$ cat config.mk
export PLATFORM = sky130hd
export DESIGN_NAME = bit_packer_fifo
export DESIGN_NICKNAME = d
export VERILOG_FILES = /design/src/rtl/bit_packer_fifo.sv
export SDC_FILE = /design/constraint.sdc
export NUM_CORES = 1
export LEC_CHECK = 0
export BUFFER_PORTS_ARGS = -buffer_cell sky130_fd_sc_hd__buf_2
export CAP_MARGIN = 10
export CORE_MARGIN = 2
export CORE_UTILIZATION = 37
export CTS_CLUSTER_SIZE = 8
export DETAILED_ROUTE_END_ITERATION = 16
export GPL_TIMING_DRIVEN = 1
export PLACE_DENSITY_LB_ADDON = 0.05
export SYNTH_ARGS = -nofsm -noshare
export SYNTH_HDL_FRONTEND = slang
export SYNTH_SLANG_ARGS = --single-unit
$ cat constraint.sdc
create_clock -name clk -period 7.7 [get_ports clk]
set_input_delay 1.155 -clock clk [delete_from_list [all_inputs] [get_ports clk]]
set_output_delay 1.155 -clock clk [all_outputs]
set_load 0.02 [all_outputs]
$ cat src/rtl/bit_packer_fifo.sv
// bit_packer_fifo: compacts valid input lanes LSB-first into OUT_W-bit words queued in a DEPTH-entry FIFO
module bit_packer_fifo #(
  parameter int IN_LANES = 6,
  parameter int OUT_W    = 16,
  parameter int DEPTH    = 4,
  parameter int CNT_W    = 16
) (
  input  logic                         clk,
  input  logic                         reset,
  input  logic [IN_LANES-1:0]          in_valid,
  input  logic [IN_LANES-1:0]          in_bits,
  input  logic                         flush,
  output logic                         out_valid,
  input  logic                         out_ready,
  output logic [OUT_W-1:0]             out_data,
  output logic [$clog2(DEPTH+1)-1:0]   fill_level,
  output logic [$clog2(OUT_W)-1:0]     acc_level,
  output logic [CNT_W-1:0]             drop_count,
  output logic                         overflow
);
  localparam int FW = $clog2(DEPTH + 1);
  localparam int AW = $clog2(OUT_W);
  localparam int KW = $clog2(IN_LANES + 1);
  localparam int SW = AW + 2;
  localparam int PW = (DEPTH > 1) ? $clog2(DEPTH) : 1;
  localparam int EW = OUT_W + IN_LANES;

  logic [OUT_W-1:0]    r_acc;
  logic [AW-1:0]       r_acc_level;
  logic [OUT_W-1:0]    r_mem [DEPTH];
  logic [PW-1:0]       r_rd, r_wr;
  logic [FW-1:0]       r_fill;
  logic [CNT_W-1:0]    r_drop;
  logic                r_ovf;
  logic [IN_LANES-1:0] w_comp;
  logic [KW-1:0]       w_k;
  logic [SW-1:0]       w_sum;
  logic [EW-1:0]       w_ext;
  logic                w_done, w_pop, w_full, w_push, w_drop;

  function automatic logic [PW-1:0] nxt(input logic [PW-1:0] p);
    return (p == PW'(DEPTH - 1)) ? '0 : p + 1'b1;
  endfunction

  // gather valid lanes in ascending order into a dense low-aligned vector
  always_comb begin
    w_comp = '0;
    w_k    = '0;
    for (int i = 0; i < IN_LANES; i++)
      if (in_valid[i]) begin
        w_comp[w_k] = in_bits[i];
        w_k         = w_k + 1'b1;
      end
  end

  // accumulator bits above acc_level are always zero, so appending is a shifted OR
  assign w_sum    = SW'(r_acc_level) + SW'(w_k);
  assign w_ext    = EW'(r_acc) | (EW'(w_comp) << r_acc_level);
  assign w_done   = !flush && (w_sum >= SW'(OUT_W));
  assign w_pop    = out_valid && out_ready;
  assign w_full   = r_fill == FW'(DEPTH);
  assign w_push   = w_done && (!w_full || w_pop);
  assign w_drop   = w_done && w_full && !w_pop;

  assign out_valid  = r_fill != '0;
  assign out_data   = out_valid ? r_mem[r_rd] : '0;
  assign fill_level = r_fill;
  assign acc_level  = r_acc_level;
  assign drop_count = r_drop;
  assign overflow   = r_ovf;

  // accumulator: flush clears, completion keeps only the spill-over bits
  always_ff @(posedge clk) begin
    if (reset || flush) begin
      r_acc       <= '0;
      r_acc_level <= '0;
    end else if (w_done) begin
      r_acc       <= OUT_W'(w_ext >> OUT_W);
      r_acc_level <= AW'(w_sum - SW'(OUT_W));
    end else begin
      r_acc       <= w_ext[OUT_W-1:0];
      r_acc_level <= AW'(w_sum);
    end
  end

  // word storage; contents need no reset because fill gates visibility
  always_ff @(posedge clk) begin
    if (!reset && w_push) r_mem[r_wr] <= w_ext[OUT_W-1:0];
  end

  // FIFO pointers, occupancy and overflow accounting
  always_ff @(posedge clk) begin
    if (reset) begin
      r_rd   <= '0;
      r_wr   <= '0;
      r_fill <= '0;
      r_drop <= '0;
      r_ovf  <= 1'b0;
    end else begin
      if (w_push) r_wr <= nxt(r_wr);
      if (w_pop) r_rd <= nxt(r_rd);
      r_fill <= r_fill + FW'(w_push) - FW'(w_pop);
      if (w_drop) begin
        r_ovf <= 1'b1;
        if (~&r_drop) r_drop <= r_drop + 1'b1;
      end
    end
  end
endmodule

==> flow_summary.ini <==
[status]
run_status = completed

[yosys]
synth_top_area_share_pct = 32.8
synth_sequential_area_ratio_pct = 48.6
synth_area_leaders = sky130_fd_sc_hd__edfxtp_1, sky130_fd_sc_hd__dfxtp_1, sky130_fd_sc_hd__mux4_2, sky130_fd_sc_hd__ha_1, sky130_fd_sc_hd__and2_1
netlist-cell-type-count = 74
synthesis.nets = 564
netlist_instances = 527
synth_area_per_cell_um2 = 11.1
most_used_flip_flop_cell_after_synthesis = sky130_fd_sc_hd__edfxtp_1
asyncSetResetFlopFracSynth_pct = 0
number_of_synthesized_flops_with_an_enable_pin = 64
ys_seq_elements = 110
library_cell_occupying_the_most_area_in_the_post_synthesis_netlist = sky130_fd_sc_hd__edfxtp_1
synthesis.area_um2 = 5850
synth.yosys.warnings = 0

[power]
p_comb_share_pct = 29.8
power.share.clock_pct = 29.5
power.ir.vdd_worst_uv = 157
p_sw_share_pct = 33.3
total_switching_power_mw = 0.559
internal_power_mw = 1.12
p_leak_nw = 2.47
power-per-cell-area_nw_per_um2 = 254
seq_power_share_pct = 40.7

[cts]
cts.sink_count = 110
clock_insertion_delay_worst_skew_ns = 0.36
clock_path_buffers = 2
clock-root-buffer = sky130_fd_sc_hd__clkbuf_16
clock_buffers_created_by_tritoncts = 9
cts_tree = yes
post_cts_resize_count = 0
cts_hold_buffers = 0
htreeDepth = 3
clkTransAtPathRegs_ns = 0.08
post_cts.repair.setup_buffers = 0

[die]
die_x_um = 130
floorplan.core_area_um2 = 15300
top_level_ports = 57
placementRows = 45
dieHeight_um = 130
die_area_um2 = 16800
initial_core_util_pct = 38.2

[flow_run]
cap_violations = 0

[timing]
timing.final.setup_violations = 0
hold_ws_ns = 0.456
drv_slew = 0
worst_slack_ns = 1.74
max_slew_margin_pct = 33.3
fin_tns_setup_ns = 0
setup_repair_after_global_routing_missed_its_margin = false
clock_skew_ns = 0.0106
final.period_utilization_pct = 77.4
finalCriticalPeriod_ns = 5.96
maximum_clock_rate_mhz = 168
finalHoldViolCount = 0
worst_slew_pin_slew_ns = 0.987

[global_route]
vias_in_the_first_global_route = 4015
grt_start_max_net_pins = 28
globalRouteTotalUtil_pct = 16.2
grt_pass1_wl_um = 20900
initial_antenna_violation_count = 0
grt_overflow = 0

[finish]
fraction_of_final_layout_cells_with_drive_strength_greater_than_1_pct = 18.9
seqCellArea_um2 = 2840
final_common_cell = sky130_fd_sc_hd__edfxtp_1
finalNetCount = 604
post-route-util_pct = 43.1
mostFrequentLayoutCells = sky130_fd_sc_hd__edfxtp_1, sky130_fd_sc_hd__buf_2, sky130_fd_sc_hd__dfxtp_1, sky130_fd_sc_hd__nor2_1, sky130_fd_sc_hd__nand2_1
area_growth_pct = 12.8
antenna_cells = 0
multi_input_comb_area_um2 = 2810
final.fill_count = 1533

[detailed_routing]
route.antenna.remaining_nets = 0
remaining_drc_errors = 0
routed_wirelength_um = 13100
route.vias.total = 4138
vias_per_cell = 5.28
drt-pass1-iter-count = 4
dr.first_iter.drc_count = 219
wl_per_cell_um = 16.8

[worst_setup_path]
crit_arrival_ns = 6.19
cp_slowest_stage_delay_ns = 0.92
critPathRequiredTime_ns = 7.93
timing.critical_path.from_type = input pin
worst-setup-path-type = in -> reg
path_buf_inv = 3
critPathTopFamily = adder cells
crit_path_end_kind = register
crit_path_top_delay_cell = sky130_fd_sc_hd__fa_1
critPathMaxFanout = 16
critical_path.most_common_cell = sky130_fd_sc_hd__ha_1
path_cells = buf_2 -> fa_1 -> ha_1 -> xnor2_1 -> and3_1 -> a21oi_2 -> nand2_1 -> ha_1 -> nand2_1 -> o21ai_0 -> fa_1 -> a21o_1 -> nand2_1 -> or3_1 -> ha_1 -> inv_1 -> ha_1 -> inv_1 -> fa_1 -> xor2_1 -> xnor2_1 -> nor2_1

[min_path]
holdCritPathClass = reg -> reg

[placed_design]
dp_slack_ns = 1.35
gp_routability_congestion = 0.816
place.port_buffers = 56
post-dp-hpwl_um = 9200
-- synthesized netlist by cell type, types with 2 or more instances --
master,count
sky130_fd_sc_hd__and3_1,7
sky130_fd_sc_hd__a22oi_1,7
sky130_fd_sc_hd__nor2b_1,7
sky130_fd_sc_hd__a31o_2,3
sky130_fd_sc_hd__nand3_1,25
sky130_fd_sc_hd__a21o_1,3
sky130_fd_sc_hd__nor3b_1,2
sky130_fd_sc_hd__dfxtp_1,46
sky130_fd_sc_hd__o21ai_0,14
sky130_fd_sc_hd__nand2b_1,6
sky130_fd_sc_hd__and2_1,28
sky130_fd_sc_hd__or3_1,6
sky130_fd_sc_hd__a221o_1,2
sky130_fd_sc_hd__buf_2,5
sky130_fd_sc_hd__ha_1,18
sky130_fd_sc_hd__a211o_1,2
sky130_fd_sc_hd__a211oi_1,7
sky130_fd_sc_hd__mux2_2,2
sky130_fd_sc_hd__inv_1,20
sky130_fd_sc_hd__o211ai_1,2
sky130_fd_sc_hd__mux4_2,16
sky130_fd_sc_hd__o21a_1,3
sky130_fd_sc_hd__a41o_1,2
sky130_fd_sc_hd__xor2_1,13
sky130_fd_sc_hd__a31oi_1,9
sky130_fd_sc_hd__or2_2,5
sky130_fd_sc_hd__edfxtp_1,64
sky130_fd_sc_hd__nor4b_1,2
sky130_fd_sc_hd__clkbuf_1,20
sky130_fd_sc_hd__nor3_1,9
sky130_fd_sc_hd__o2111ai_1,2
sky130_fd_sc_hd__nand4_1,5
sky130_fd_sc_hd__a21oi_1,18
sky130_fd_sc_hd__nor2_1,44
sky130_fd_sc_hd__fa_1,3
sky130_fd_sc_hd__o21bai_1,5
sky130_fd_sc_hd__xnor2_1,10
sky130_fd_sc_hd__mux2i_1,13
sky130_fd_sc_hd__o31ai_1,2
sky130_fd_sc_hd__nand2_1,34
sky130_fd_sc_hd__mux2i_4,3
-- through the flow --
step,instances,instance area (µm²),power (mW)
floorplan,527,5850,1.06
global placement,767,6280,1.20
CTS,783,6600,1.71
finish,783,6600,1.68
global route,783,6600,1.77
detailed placement,767,6280,1.20
-- layout make-up --
cell class,instances,share of cell area (%)
sequential,110,43.0
multi-input combinational,369,42.6
timing repair buffer,57,4.36
tap,211,4.00
clock buffer,9,3.41
inverter,20,1.14
clock inverter,7,1.46
-- sequential cells by signal, summed over array words and instances (netlist names), named ones only --
name / count
r_acc: 16
overflow: 1
r_mem: 64
drop_count: 16
r_wr: 2
fill_level: 3
r_rd: 2
acc_level: 4
-- power groups by stage --
stage	clock, mW	combinational, mW	sequential, mW
after detailed placement	0	0.508	0.696
final	0.495	0.500	0.682
after global routing	0.530	0.555	0.687
after global placement	0	0.503	0.696
after floorplan	0	0.372	0.690
after CTS	0.513	0.510	0.683
-- metal layers --
layer | share of wire, % | wire [µm] | GRT usage, % | vias up
met2 | 47 | 6150 | 26.4 | 83
met5 | 0 | 0 | 0 | -
met4 | 1.2 | 157 | 4.74 | 0
li1 | - | - | - | 2033
met1 | 48 | 6300 | 21.9 | 2007
met3 | 3.9 | 509 | 3.40 | 15
-- worst min-delay path, cell delays in order (launching register included) --
cell and delay (ns):
sky130_fd_sc_hd__dfxtp_1 0.32, sky130_fd_sc_hd__inv_1 0.05, sky130_fd_sc_hd__a21oi_1 0.05
-- kinds of logic (layout without fill, tap and decap cells) --
kind of cell | after synthesis | count (layout) | share of synthesized area, %
XOR/XNOR | 26 | 26 | 4.64
AO/OA/AOI/OAI | 101 | 101 | 12.4
adder cells (fa/ha/maj) | 21 | 21 | 4.87
buffers and inverters | 48 | 93 | 3.38
multiplexers | 34 | 34 | 9.92
flip-flops | 110 | 110 | 48.6
AND/OR/NAND/NOR | 187 | 187 | 16.3
-- path summary, 6_finish.rpt --
path                           start                        to  slack, ns  depth (start not counted)
max                      in_valid[0]  fill_level[2]$_SDFF_PP0_       1.74                         22
min            overflow$_SDFFE_PP0P_     overflow$_SDFFE_PP0P_       0.46                          2
max reg2reg  acc_level[0]$_SDFF_PP0_  fill_level[2]$_SDFF_PP0_       4.08                         13
min reg2reg    overflow$_SDFFE_PP0P_     overflow$_SDFFE_PP0P_       0.46                          2
(Power assumes the default switching activity.)
